==> src/rtl/vproj_pkg.sv <==
// Shared constants and types for the V-projection weight SRAM controller.
//   DEPTH/ADDR_W/DATA_W : SRAM geometry (128 rows x 128 bits)
//   vproj_ctrl_state_e  : burst-read controller state
//   vproj_beat_t        : one output-stream beat (row data + end-of-burst tag)
package vproj_pkg;

  localparam int unsigned DEPTH  = 128;
  localparam int unsigned ADDR_W = 7;
  localparam int unsigned DATA_W = 128;

  typedef enum logic [1:0] {
    IDLE,
    ISSUE,
    DRAIN
  } vproj_ctrl_state_e;

  typedef struct packed {
    logic              last;
    logic [DATA_W-1:0] data;
  } vproj_beat_t;

endpackage

==> src/rtl/vproj_rd_fifo.sv <==
// Synchronous FIFO buffering returned SRAM rows ahead of the output stream.
// Ports:
//   clk, rst_n : clock, async active-low reset
//   i_push     : write i_din (caller guarantees space via credit control)
//   i_din      : entry to write
//   i_pop      : consume the head entry (ignored when empty)
//   o_dout     : head entry, stable until popped
//   o_empty    : no entries held
//   o_count    : number of entries held
module vproj_rd_fifo #(
  parameter int unsigned WIDTH   = 129,
  parameter int unsigned DEPTH_F = 4
) (
  input  logic                             clk,
  input  logic                             rst_n,
  input  logic                             i_push,
  input  logic [WIDTH-1:0]                 i_din,
  input  logic                             i_pop,
  output logic [WIDTH-1:0]                 o_dout,
  output logic                             o_empty,
  output logic [$clog2(DEPTH_F+1)-1:0]     o_count
);

  localparam int unsigned CNT_W = $clog2(DEPTH_F + 1);
  localparam int unsigned PTR_W = (DEPTH_F > 1) ? $clog2(DEPTH_F) : 1;

  logic [WIDTH-1:0] r_mem [DEPTH_F];
  logic [PTR_W-1:0] r_wr_ptr;
  logic [PTR_W-1:0] r_rd_ptr;
  logic [CNT_W-1:0] r_count;
  logic             w_pop;

  function automatic logic [PTR_W-1:0] next_ptr(input logic [PTR_W-1:0] p);
    return (p == PTR_W'(DEPTH_F - 1)) ? '0 : p + PTR_W'(1);
  endfunction

  assign w_pop   = i_pop && (r_count != '0);
  assign o_dout  = r_mem[r_rd_ptr];
  assign o_empty = (r_count == '0);
  assign o_count = r_count;

  // Storage, pointers and occupancy
  always_ff @(posedge clk or negedge rst_n) begin
    if (!rst_n) begin
      for (int i = 0; i < int'(DEPTH_F); i++) r_mem[i] <= '0;
      r_wr_ptr <= '0;
      r_rd_ptr <= '0;
      r_count  <= '0;
    end else begin
      if (i_push) begin
        r_mem[r_wr_ptr] <= i_din;
        r_wr_ptr        <= next_ptr(r_wr_ptr);
      end
      if (w_pop) r_rd_ptr <= next_ptr(r_rd_ptr);
      case ({i_push, w_pop})
        2'b10:   r_count <= r_count + CNT_W'(1);
        2'b01:   r_count <= r_count - CNT_W'(1);
        default: r_count <= r_count;
      endcase
    end
  end

endmodule

==> src/rtl/vproj_mem_ctrl.sv <==
// Shares the V-projection weight SRAM wrapper between a row loader (writes)
// and the compute datapath (burst reads on a back-pressured stream).
// Optional feature macro: VPROJ_CTRL_PERF_EN adds perf_stall_cycles and
// perf_burst_cycles counters.
// Ports:
//   clk, rst_n                         : clock, async active-low reset
//   wr_valid/wr_ready/wr_addr/wr_data  : loader write port (accepted only in IDLE)
//   start/base_addr/row_count          : burst-read command
//   busy, done                         : burst in progress / completion pulse
//   out_valid/out_ready/out_data/out_last : read stream
//   mem_init_*                         : wrapper write port (combinational from accepted write)
//   mem_rd_addr, mem_rd_dout           : wrapper read port
module vproj_mem_ctrl
  import vproj_pkg::*;
#(
  parameter int unsigned READ_LAT   = 2,
  parameter int unsigned FIFO_DEPTH = 4
) (
  input  logic              clk,
  input  logic              rst_n,
  input  logic              wr_valid,
  output logic              wr_ready,
  input  logic [ADDR_W-1:0] wr_addr,
  input  logic [DATA_W-1:0] wr_data,
  input  logic              start,
  input  logic [ADDR_W-1:0] base_addr,
  input  logic [ADDR_W:0]   row_count,
  output logic              busy,
  output logic              done,
  output logic              out_valid,
  input  logic              out_ready,
  output logic [DATA_W-1:0] out_data,
  output logic              out_last,
  output logic              mem_init_en,
  output logic              mem_init_we_n,
  output logic [ADDR_W-1:0] mem_init_addr,
  output logic [DATA_W-1:0] mem_init_din,
  output logic [ADDR_W-1:0] mem_rd_addr,
  input  logic [DATA_W-1:0] mem_rd_dout
`ifdef VPROJ_CTRL_PERF_EN
  ,
  output logic [31:0]       perf_stall_cycles,
  output logic [31:0]       perf_burst_cycles
`endif
);

  localparam int unsigned LAT    = READ_LAT + 1;
  localparam int unsigned CNT_W  = $clog2(FIFO_DEPTH + 1);
  localparam int unsigned SUM_W  = $clog2(FIFO_DEPTH + LAT + 2);
  localparam int unsigned RCNT_W = ADDR_W + 1;

  vproj_ctrl_state_e r_state, w_state_next;
  logic [ADDR_W-1:0] r_rd_ptr;
  logic [RCNT_W-1:0] r_remain;
  logic [LAT-1:0]    r_vld_sr;
  logic [LAT-1:0]    r_last_sr;
  logic              r_done;

  logic              w_wr_acc;
  logic              w_start_acc;
  logic              w_issue;
  logic              w_last_pop;
  logic              w_pop;
  logic              w_credit_ok;
  logic              w_fifo_empty;
  logic [CNT_W-1:0]  w_fifo_count;
  logic [SUM_W-1:0]  w_inflight;
  logic [RCNT_W-1:0] w_count_clamped;
  logic              w_final_issue;
  vproj_beat_t       w_fifo_din;
  vproj_beat_t       w_fifo_dout;

  assign w_count_clamped = (row_count > RCNT_W'(DEPTH)) ? RCNT_W'(DEPTH) : row_count;
  assign w_final_issue   = (r_remain == RCNT_W'(1));

  // Reads still in the wrapper pipeline
  always_comb begin
    w_inflight = '0;
    for (int i = 0; i < int'(LAT); i++) w_inflight = w_inflight + SUM_W'(r_vld_sr[i]);
  end

  // Every issued read owns a FIFO slot; a slot freed by this cycle's pop counts as free.
  assign w_credit_ok = (SUM_W'(w_fifo_count) + w_inflight) < (SUM_W'(FIFO_DEPTH) + SUM_W'(w_pop));

  // Next-state and per-cycle strobes
  always_comb begin
    w_state_next = r_state;
    w_wr_acc     = 1'b0;
    w_start_acc  = 1'b0;
    w_issue      = 1'b0;
    w_last_pop   = 1'b0;
    unique case (r_state)
      IDLE: begin
        w_wr_acc = wr_valid;
        if (start && (row_count != '0)) begin
          w_start_acc  = 1'b1;
          w_state_next = ISSUE;
        end
      end
      ISSUE: begin
        if (w_credit_ok) begin
          w_issue = 1'b1;
          if (w_final_issue) w_state_next = DRAIN;
        end
      end
      DRAIN: begin
        if (w_pop && w_fifo_dout.last) begin
          w_last_pop   = 1'b1;
          w_state_next = IDLE;
        end
      end
      default: w_state_next = IDLE;
    endcase
  end

  always_ff @(posedge clk or negedge rst_n) begin
    if (!rst_n) r_state <= IDLE;
    else        r_state <= w_state_next;
  end

  // Burst address/length tracking; ADDR_W-bit increment wraps modulo DEPTH (power of two)
  always_ff @(posedge clk or negedge rst_n) begin
    if (!rst_n) begin
      r_rd_ptr <= '0;
      r_remain <= '0;
    end else if (w_start_acc) begin
      r_rd_ptr <= base_addr;
      r_remain <= w_count_clamped;
    end else if (w_issue) begin
      r_rd_ptr <= r_rd_ptr + ADDR_W'(1);
      r_remain <= r_remain - RCNT_W'(1);
    end
  end

  // Return-path tags: bit LAT-1 marks the cycle the wrapper presents that read's data
  always_ff @(posedge clk or negedge rst_n) begin
    if (!rst_n) begin
      r_vld_sr  <= '0;
      r_last_sr <= '0;
      r_done    <= 1'b0;
    end else begin
      r_vld_sr  <= {r_vld_sr[LAT-2:0], w_issue};
      r_last_sr <= {r_last_sr[LAT-2:0], w_issue && w_final_issue};
      r_done    <= w_last_pop;
    end
  end

  assign w_fifo_din.last = r_last_sr[LAT-1];
  assign w_fifo_din.data = mem_rd_dout;

  vproj_rd_fifo #(
    .WIDTH   ($bits(vproj_beat_t)),
    .DEPTH_F (FIFO_DEPTH)
  ) u_rd_fifo (
    .clk     (clk),
    .rst_n   (rst_n),
    .i_push  (r_vld_sr[LAT-1]),
    .i_din   (w_fifo_din),
    .i_pop   (w_pop),
    .o_dout  (w_fifo_dout),
    .o_empty (w_fifo_empty),
    .o_count (w_fifo_count)
  );

  assign w_pop     = !w_fifo_empty && out_ready;
  assign out_valid = !w_fifo_empty;
  assign out_data  = w_fifo_dout.data;
  assign out_last  = w_fifo_dout.last;

  assign wr_ready = (r_state == IDLE);
  assign busy     = (r_state != IDLE);
  assign done     = r_done;

  assign mem_init_en   = w_wr_acc;
  assign mem_init_we_n = !w_wr_acc;
  assign mem_init_addr = w_wr_acc ? wr_addr : '0;
  assign mem_init_din  = w_wr_acc ? wr_data : '0;
  assign mem_rd_addr   = r_rd_ptr;

`ifdef VPROJ_CTRL_PERF_EN
  logic [31:0] r_perf_stall;
  logic [31:0] r_perf_burst;

  // Saturating stall / burst-length counters, cleared by each accepted start
  always_ff @(posedge clk or negedge rst_n) begin
    if (!rst_n) begin
      r_perf_stall <= '0;
      r_perf_burst <= '0;
    end else if (w_start_acc) begin
      r_perf_stall <= '0;
      r_perf_burst <= '0;
    end else begin
      if (out_valid && !out_ready && (r_perf_stall != '1)) r_perf_stall <= r_perf_stall + 32'd1;
      if (busy && (r_perf_burst != '1))                    r_perf_burst <= r_perf_burst + 32'd1;
    end
  end

  assign perf_stall_cycles = r_perf_stall;
  assign perf_burst_cycles = r_perf_burst;
`endif

endmodule

==> config.mk <==
export PLATFORM = sky130hd
export DESIGN_NAME = vproj_mem_ctrl
export DESIGN_NICKNAME = d
export VERILOG_FILES = /design/src/rtl/vproj_pkg.sv /design/src/rtl/vproj_rd_fifo.sv /design/src/rtl/vproj_mem_ctrl.sv
export SDC_FILE = /design/constraint.sdc
export NUM_CORES = 1
export LEC_CHECK = 0
export CELL_PAD_IN_SITES_DETAIL_PLACEMENT = 0
export CELL_PAD_IN_SITES_GLOBAL_PLACEMENT = 2
export CORE_MARGIN = 2
export CORE_UTILIZATION = 35
export DETAILED_ROUTE_END_ITERATION = 16
export PLACE_DENSITY_LB_ADDON = 0.3
export SLEW_MARGIN = 20
export SYNTH_ARGS = -nofsm -noshare
export SYNTH_HDL_FRONTEND = slang
export SYNTH_SLANG_ARGS = --single-unit
==> constraint.sdc <==
create_clock -name clk -period 4.05 [get_ports clk]
set_clock_uncertainty 0.1 [all_clocks]
set_input_delay 0.81 -clock clk [delete_from_list [all_inputs] [get_ports clk]]
set_output_delay 0.81 -clock clk [all_outputs]
set_load 0.005 [all_outputs]
==> impl_metrics.yaml, run 1 <==
critical_path:
  critPathMaxFanout: 39
  r2r_end: "r_remain[7]"
  cp_slowest_cell: "nor2_4"
  path_buf_inv: 2
  cp_data_arrival_time_ps: 2840
  crit_chain: "nor2_4 -> buf_4 -> and3_1 -> clkdlybuf4s50_1"
  r2r_slack_ps: 530
  reg2reg_from: "u_rd_fifo.o_count[0]"
  cp-start-kind: "flip-flop"
  path_class: "flip-flop to primary output"
  cpLargestDelayFamily: "buffers and inverters"
  endpoint_kind: "primary output"
  rr_worst_depth: 8
  worstPathRequired_ps: 3140
  max_stage_delay_ps: 560
timing:
  final_max_slew_viol_count: 0
  rsz0062_at_grt: "false"
  tns_ps: 0
  slew_headroom_pct: 40.83
  period_needed_ps: 3751
  finalSetupViolCount: 0
  fmax_mhz: 266.6
  period_share_pct: 92.63
  finalHoldViolCount: 0
  worstMarginPinSlew_ps: 881.7
detailed_routing:
  drcViolationCount: 0
  vias_per_cell: 5.174
  drt_iter0_drc: 799
  vias: 16366
  ant_nets: 0
  wl_per_cell_um: 25.39
  dr.pass1.iters: 4
  finalWirelength_mm: 80.30
layout:
  finalCoreUtilization_pct: 48.16
  drive_above_1_share_pct: 36.34
  nets: 2438
  syn2layout_area_growth_pct: 36.06
  n_fill_cell: 6161
  finish.instance_area_um2: 33730
  instances_no_fill: 3163
global_route:
  grt-ovfl-total: 0
  grt_pass1_wl_mm: 118.8
  grt_pass1_vias: 17908
  grt_max_degree: 99
  grt.total_usage_pct: 21.73
  antenna_found_initial: 41
clocking:
  numCtsBuffers: 59
  clk_latency_ps: 600
  cts_setup_buffers: 0
  cts_buffer_depth: 3
  clock_sinks: 547
  cts_hold_buf: 0
  clockRootBuffer: "clkbuf_16"
  post_cts_resized: 0
  htreeDepth: 2
  clk_pin_slew_worst_paths_ps: 60
  cts_tree: "built"
floorplanning:
  die_h_um: 270.1
  ios: 560
  fp.dieW_um: 270.1
  num_rows: 97
  start_util_pct: 35.40
  die-area_um2: 72970
  coreArea_um2: 70030
yosys:
  postSynthCellCount: 1599
  yosysMostFrequentCell: "dfrtp_1"
  synth_edf_count: 0
  yosysUniqueCellTypes: 51
  synth_area_leaders: "dfrtp_1 55%, mux2_2 23%, mux4_2 12%, and3_1 3.5%, clkbuf_1 1.4%"
  syn_area_per_cell_um2: 15.50
  netlist.area_leader.share_pct: 55.22
  synth_top_cells_by_count: "547 x dfrtp_1, 516 x mux2_2, 138 x and3_1, 129 x mux4_2, 95 x clkbuf_1"
  synth_nets: 1896
  ys.flop_type: "dfrtp_1"
  synth-async-reset-ratio_pct: 100.0
  syn_area_um2: 24790
  synth-seq-area-share_pct: 55.22
  ys_ff_latch: 547
  yosys_warnings: 0
  yosysTopAreaCell: "dfrtp_1"
job:
  cap_violations: 0
hold_path:
  hold_path_class: "input port to async pin"
placement:
  hpwlAfterDp_mm: 56.71
  gp_congestion: 0.9343
  placedCellCount: 3020
  place_area_um2: 31650
  io_buffer_count: 559
power_and_ir_drop:
  peakVddDrop_uv: 350.9
  power.density_nw_per_um2: 822.1
  power_mw: 27.73
  p_leak_nw: 14.03
status:
  outcome: "complete, no violations"
how the worst max path moves through the flow:
stage | slack, ps | from | end | depth (start not counted)
floorplan | 990 | u_rd_fifo.o_count[0] | r_remain[4] | 9
global placement | 590 | u_rd_fifo.o_count[0] | mem_rd_addr[5] | 8
detailed placement | 560 | u_rd_fifo.o_count[0] | mem_rd_addr[5] | 8
CTS | 210 | u_rd_fifo.r_rd_ptr[0] | out_data[126] | 3
global route | 140 | r_state[1] | mem_init_din[60] | 4
finish | 300 | r_state[1] | mem_init_din[46] | 4
state kept, by name (all words and copies together) (netlist names):
signal	cells
r_last_sr	3
u_rd_fifo.o_count	3
u_rd_fifo.r_rd_ptr	2
r_state	2
u_rd_fifo.r_mem	516
u_rd_fifo.r_wr_ptr	2
done	1
r_vld_sr	3
r_remain	8
mem_rd_addr	7
routing by layer:
metal / share of wire (%) / vias to the layer above / GRT usage [%]
met2: 51 / 507 / 38.39
met5: 0.057 / - / 0
met1: 36 / 8602 / 23.83
li1: - / 7113 / -
met4: 6.3 / 8 / 12.09
met3: 6.1 / 136 / 5.450
report_power, final:
part,internal [mW],switching [mW],leakage (nW)
combinational,7.76,4.77,6.66
sequential,8.29,1.44,6.39
clock,3.28,2.20,0.981
cells in the final DEF (no fill, tap or decap), types with 8 or more instances in the layout:
master,synthesis,routed
clkbuf_1,95,12
mux2_2,516,516
or4_1,8,8
ha_1,11,11
buf_4,0,25
mux4_2,129,129
and3_1,138,138
nand2_1,18,14
dfrtp_1,547,545
diode_2,0,38
clkinv_2,0,9
inv_1,17,17
buf_12,0,18
clkbuf_8,3,16
clkdlybuf4s50_1,0,557
clkbuf_16,0,59
area by class of cell:
| cell class | instances | area [um^2] | share of cell area [%] |
|---|---|---|---|
| multi-input cells | 914 | 10570 | 31.35 |
| inverters | 17 | 63.81 | 0.1892 |
| diodes | 38 | 95.09 | 0.2819 |
| repair buffers | 602 | 6143 | 18.21 |
| flip-flops and latches | 547 | 13700 | 40.61 |
| clock buffers | 87 | 1742 | 5.164 |
| well taps | 940 | 1176 | 3.487 |
| clock inverters | 18 | 240.2 | 0.7122 |
cell families (layout without fill, tap and decap cells):
family,after synthesis,in the layout,synth area share (%)
xor+xnor,4,4,0.1413
compound gates,49,49,1.454
buf+inv,138,724,2.286
other cells,0,38,0
simple gates,201,201,4.906
flops,547,547,55.22
mux,646,646,35.20
fa+ha+maj,14,14,0.7975
per-stage QoR:
step	setup WS, ps	hold WS (ps)
3_3_place_gp	592.0	242.2
6_report	298.6	129.6
5_1_grt	139.1	161.3
4_1_cts	213.4	128.1
3_5_place_dp	560.6	241.0
2_1_floorplan	991.4	231.2
No activity file was read; power rests on OpenSTA's default activity.
==> inputs of run 2 (changes only) <==
--- a/config.mk
+++ b/config.mk
@@ -8,7 +8,8 @@
 export CELL_PAD_IN_SITES_DETAIL_PLACEMENT = 0
 export CELL_PAD_IN_SITES_GLOBAL_PLACEMENT = 2
 export CORE_MARGIN = 2
-export CORE_UTILIZATION = 35
+export CORE_UTILIZATION = 36
+export CTS_BUF_LIST = sky130_fd_sc_hd__clkbuf_8
 export DETAILED_ROUTE_END_ITERATION = 16
 export PLACE_DENSITY_LB_ADDON = 0.3
 export SLEW_MARGIN = 20
==> run 2 against run 1 <==
First-iteration DRC count down 5.9%. Clock power down 11%. Cell count down 0.73%. Wire length down 1.3%. Largest cell class unchanged. Largest power group unchanged. Highest routed layer unchanged.
==> impl_metrics.yaml, run 2 (same netlist as run 1, synthesis figures left out) <==
timing:
  period_share_pct: 93.46
  tns_ps: 0
  rsz0062_at_grt: "false"
  finalHoldViolCount: 0
  slew_headroom_pct: 31.50
  finalSetupViolCount: 0
  worstMarginPinSlew_ps: 1028
  final_max_slew_viol_count: 0
  period_needed_ps: 3785
  fmax_mhz: 264.2
  hold_ws_ps: 40.77
  setup_ws_ps: 265.0
global_route:
  grt_max_degree: 95
  grt.total_usage_pct: 22.15
  grt_pass1_wl_mm: 117.1
  grt_pass1_vias: 18049
  grt-ovfl-total: 0
  antenna_found_initial: 28
job:
  cap_violations: 0
detailed_routing:
  finalWirelength_mm: 79.29
  drcViolationCount: 0
  vias: 16371
  vias_per_cell: 5.214
  drt_iter0_drc: 752
  dr.pass1.iters: 4
  ant_nets: 0
  wl_per_cell_um: 25.25
power_and_ir_drop:
  peakVddDrop_uv: 340.4
  power.density_nw_per_um2: 813.3
  swShare_pct: 31.16
  p_int_mw: 18.72
  combPwrFrac_pct: 46.0
  p_sw_mw: 8.474
  p_leak_nw: 14.08
  clkPwrFrac_pct: 18.0
  seq_power_share_pct: 36.0
critical_path:
  worstPathRequired_ps: 3140
  cp-start-kind: "flip-flop"
  r2r_slack_ps: 600
  critical_path.startpoint: "r_state[1]"
  endpoint_kind: "primary output"
  path_class: "flip-flop to primary output"
  rr_worst_depth: 8
  critPathMaxFanout: 27
  reg2reg_from: "u_rd_fifo.o_count[0]"
  cp_data_arrival_time_ps: 2870
clocking:
  cts_tree: "built"
  htreeDepth: 3
  clk_pin_slew_worst_paths_ps: 60
  cts_buffer_depth: 3
  clk_latency_ps: 660
  cts_setup_buffers: 0
  clockRootBuffer: "clkbuf_8"
  numCtsBuffers: 94
  cts_hold_buf: 0
  clock_sinks: 547
  post_cts_resized: 0
layout:
  syn2layout_area_growth_pct: 34.87
  regMostFlops: "u_rd_fifo.r_mem"
  nets: 2467
  largest_reg_flops: 516
  finish.instance_area_um2: 33430
  layout_common_cells: "557 x clkdlybuf4s50_1, 545 x dfrtp_1, 516 x mux2_2"
  n_fill_cell: 5966
  layout_commonest_cell: "clkdlybuf4s50_1"
  finalCoreUtilization_pct: 48.92
  drive_above_1_share_pct: 36.99
hold_path:
  hold_path_class: "input port to async pin"
floorplanning:
  die-area_um2: 70980
  die_h_um: 266.4
  coreArea_um2: 68350
  ios: 560
  num_rows: 96
  fp.dieW_um: 266.4
  start_util_pct: 36.27
placement:
  place_area_um2: 31520
  dp_slack_ps: 593.6
  gp_congestion: 0.9203
  io_buffer_count: 559
  hpwlAfterDp_mm: 54.85
status:
  outcome: "complete, no violations"
-- run 2: cell count changes in the layout (fill, tap and decap cells not counted), sizes merged --
cell      change
bufinv        -5
diode        -13
inv          +30
clkbuf       +34
buf           -6
clkinv        -4
clkinvlp      -1
-- run 2: critical path: stages (launching register included) --
cell	delay, ps
dfrtp_1	480
nor2_4	540
buf_4	360
and3_1	210
clkdlybuf4s50_1	630
-- run 2: area by class of cell --
type | count | area [um^2] | area share, %
Sequential cell | 547 | 13700 | 40.96
Multi-Input combinational cell | 914 | 10570 | 31.62
Timing Repair Buffer | 596 | 6088 | 18.21
Clock buffer | 121 | 1665 | 4.981
Tap cell | 882 | 1104 | 3.301
Clock inverter | 38 | 182.7 | 0.5464
Inverter | 17 | 63.81 | 0.1909
Antenna cell | 25 | 62.56 | 0.1871
-- run 2: final timing paths --
| path | to |
|---|---|
| worst max-delay path | mem_init_din[78] |
| worst min-delay path | u_rd_fifo.r_mem[313] |
| worst max register to register | mem_rd_addr[5] |
| worst min register to register | r_last_sr[2] |
| max in group asynchronous | u_rd_fifo.r_mem[17] |
| min in group clk | r_last_sr[2] |
-- run 2: power groups by stage --
stage               Sequential, mW  Clock [mW]  Combinational, mW
finish                        9.80        4.89               12.5
CTS                           9.80        5.08               12.8
floorplan                     9.23           0               7.69
global placement              9.65           0               12.5
detailed placement            9.88           0               12.7
global route                  10.1        5.32               13.4
-- run 2: through the flow --
stage,power [mW],instances
after floorplan,16.91,1599
after global placement,22.16,2956
after detailed placement,22.61,2956
after CTS,27.67,3115
after global routing,28.87,3131
final,27.19,3140
-- run 2: routing by layer --
metal  vias up  global-route usage [%]  wire length, um
met3       117                   5.517             4765
met2       475                   39.62            41950
li1       7177                       -                -
met5         -                       0               23
met1      8598                   24.58            29110
met4         4                   10.66             3435
==> inputs of run 3 (changes only) <==
--- a/config.mk
+++ b/config.mk
@@ -5,12 +5,14 @@
 export SDC_FILE = /design/constraint.sdc
 export NUM_CORES = 1
 export LEC_CHECK = 0
+export CAP_MARGIN = 5
 export CELL_PAD_IN_SITES_DETAIL_PLACEMENT = 0
 export CELL_PAD_IN_SITES_GLOBAL_PLACEMENT = 2
 export CORE_MARGIN = 2
-export CORE_UTILIZATION = 36
+export CORE_UTILIZATION = 40
 export CTS_BUF_LIST = sky130_fd_sc_hd__clkbuf_8
 export DETAILED_ROUTE_END_ITERATION = 16
+export DONT_BUFFER_PORTS = 1
 export PLACE_DENSITY_LB_ADDON = 0.3
 export SLEW_MARGIN = 20
 export SYNTH_ARGS = -nofsm -noshare
==> run 3 against run 2 <==
The run now ends with negative hold slack, max-slew violations left. Cell count down 20%. Clock power up 2%. Sequential power about the same. Fmax up 6.8%. Wire length down 5.3%. Sequential cell count unchanged. Worst setup slack better by 240 ps. Hold slack worse by 310 ps. Non-clock buffer count down 569. Combinational power down 24%. Via count down 10%.
==> impl_metrics.yaml, run 3 (same netlist as run 1, synthesis figures left out) <==
power_and_ir_drop:
  clkPwrFrac_pct: 20.6
  power_mw: 24.39
  p_int_mw: 16.46
  p_sw_mw: 7.935
  swShare_pct: 32.53
  power.density_nw_per_um2: 878.9
  combPwrFrac_pct: 39.2
  peakVddDrop_uv: 445.3
  seq_power_share_pct: 40.3
  p_leak_nw: 11.94
clocking:
  cts_tree: "built"
  clk_latency_ps: 670
  htreeDepth: 3
  post_cts_resized: 0
  clk_pin_slew_worst_paths_ps: 60
  clock_sinks: 547
  cts_buffer_depth: 3
  clockRootBuffer: "clkbuf_8"
  cts_setup_buffers: 0
  numCtsBuffers: 97
layout:
  finalCoreUtilization_pct: 45.13
  layout_commonest_cell: "dfrtp_1"
  syn2layout_area_growth_pct: 11.94
  layout_common_cells: "545 x dfrtp_1, 516 x mux2_2, 138 x and3_1"
  largest_reg_flops: 516
  drive_above_1_share_pct: 49.04
  finish.instance_area_um2: 27750
  nets: 1901
  regMostFlops: "u_rd_fifo.r_mem"
detailed_routing:
  finalWirelength_mm: 75.09
  drcViolationCount: 0
  ant_nets: 0
  dr.pass1.iters: 5
  vias_per_cell: 5.847
  vias: 14700
  drt_iter0_drc: 945
  wl_per_cell_um: 29.87
critical_path:
  cp_data_arrival_time_ps: 4020
  critPathMaxFanout: 24
  rr_worst_depth: 8
  path_class: "flip-flop to flip-flop"
  cp-start-kind: "flip-flop"
  worstPathRequired_ps: 4530
  critical_path.startpoint: "u_rd_fifo.o_count[0]"
  endpoint_kind: "flip-flop"
  reg2reg_from: "u_rd_fifo.o_count[0]"
placement:
  io_buffer_count: 0
  gp_congestion: 0.9860
  place_area_um2: 25710
  hpwlAfterDp_mm: 52.04
floorplanning:
  start_util_pct: 40.32
  num_rows: 91
  coreArea_um2: 61480
  die-area_um2: 63980
  die_h_um: 252.9
  ios: 560
  fp.dieW_um: 252.9
timing:
  fmax_mhz: 282.2
  worstMarginPinSlew_ps: 1837
  finalHoldViolCount: 323
  tns_ps: 0
  period_needed_ps: 3544
  final_max_slew_viol_count: 163
  period_share_pct: 87.51
  rsz0062_at_grt: "false"
  slew_headroom_pct: -22.43
  hold_ws_ps: -268.7
  finalSetupViolCount: 0
status:
  outcome: "finished, violations left"
  violations: "negative hold slack, max-slew violations"
global_route:
  grt.total_usage_pct: 23.17
  grt_max_degree: 548
  antenna_found_initial: 81
  grt-ovfl-total: 0
  grt_pass1_wl_mm: 107.1
  grt_pass1_vias: 15192
hold_path:
  hold_path_class: "input port to async pin"
job:
  cap_violations: 0
==> run 3: per-layer routing <==
layer / track usage [%] / vias to the layer above / share of wire, %
met3: 8.357 / 203 / 9.7
li1: - / 6081 / -
met2: 37.78 / 677 / 49
met5: 0 / - / 0.051
met1: 25.83 / 7733 / 35
met4: 14.54 / 6 / 6.1
==> run 3: final timing paths <==
check	slack, ps	to
worst min register to register	250	r_last_sr[1]
max in group asynchronous	2640	u_rd_fifo.r_mem[260]
worst min-delay path	-270	u_rd_fifo.r_mem[439]
worst max-delay path	510	mem_rd_addr[5]
min in group clk	170	mem_rd_addr[4]
worst max register to register	510	mem_rd_addr[5]
==> run 3: through the flow <==
| step | std cells | hold WS (ps) | setup WS, ps |
|---|---|---|---|
| 2_1_floorplan | 1599 | 231.2 | 991.4 |
| 3_3_place_gp | 2295 | 237.6 | 618.6 |
| 3_5_place_dp | 2295 | 240.9 | 507.4 |
| 4_1_cts | 2462 | -361.2 | 493.2 |
| 5_1_grt | 2495 | -336.4 | 346.8 |
| 6_report | 2514 | -268.7 | 505.9 |
==> run 3: cell type report <==
| cell class | count | area [um^2] |
|---|---|---|
| clock buffer | 119 | 1638 |
| sequential | 547 | 13700 |
| timing repair buffer | 27 | 390.4 |
| fill | 5418 | 33730 |
| inverter | 17 | 63.81 |
| clock inverter | 48 | 270.3 |
| multi-input combinational | 914 | 10570 |
| tap | 790 | 988.4 |
| antenna | 52 | 130.1 |
==> run 3: power groups by stage <==
stage / Combinational [mW] / Sequential (mW) / Clock (mW)
2_1_floorplan: 7.69 / 9.23 / 0
3_3_place_gp: 9.46 / 9.72 / 0
3_5_place_dp: 9.73 / 9.89 / 0
4_1_cts: 9.74 / 9.81 / 5.20
5_1_grt: 10.2 / 10.1 / 5.45
6_report: 9.56 / 9.82 / 5.01
==> run 3: worst max-delay path, cell delays in order, from the launching register on <==
cell and delay (ps):
dfrtp_1 450, fa_1 520, ha_1 190, inv_1 80
fa_1 540, or2b_2 310, o21a_1 460, or4_1 610
a31oi_1 200
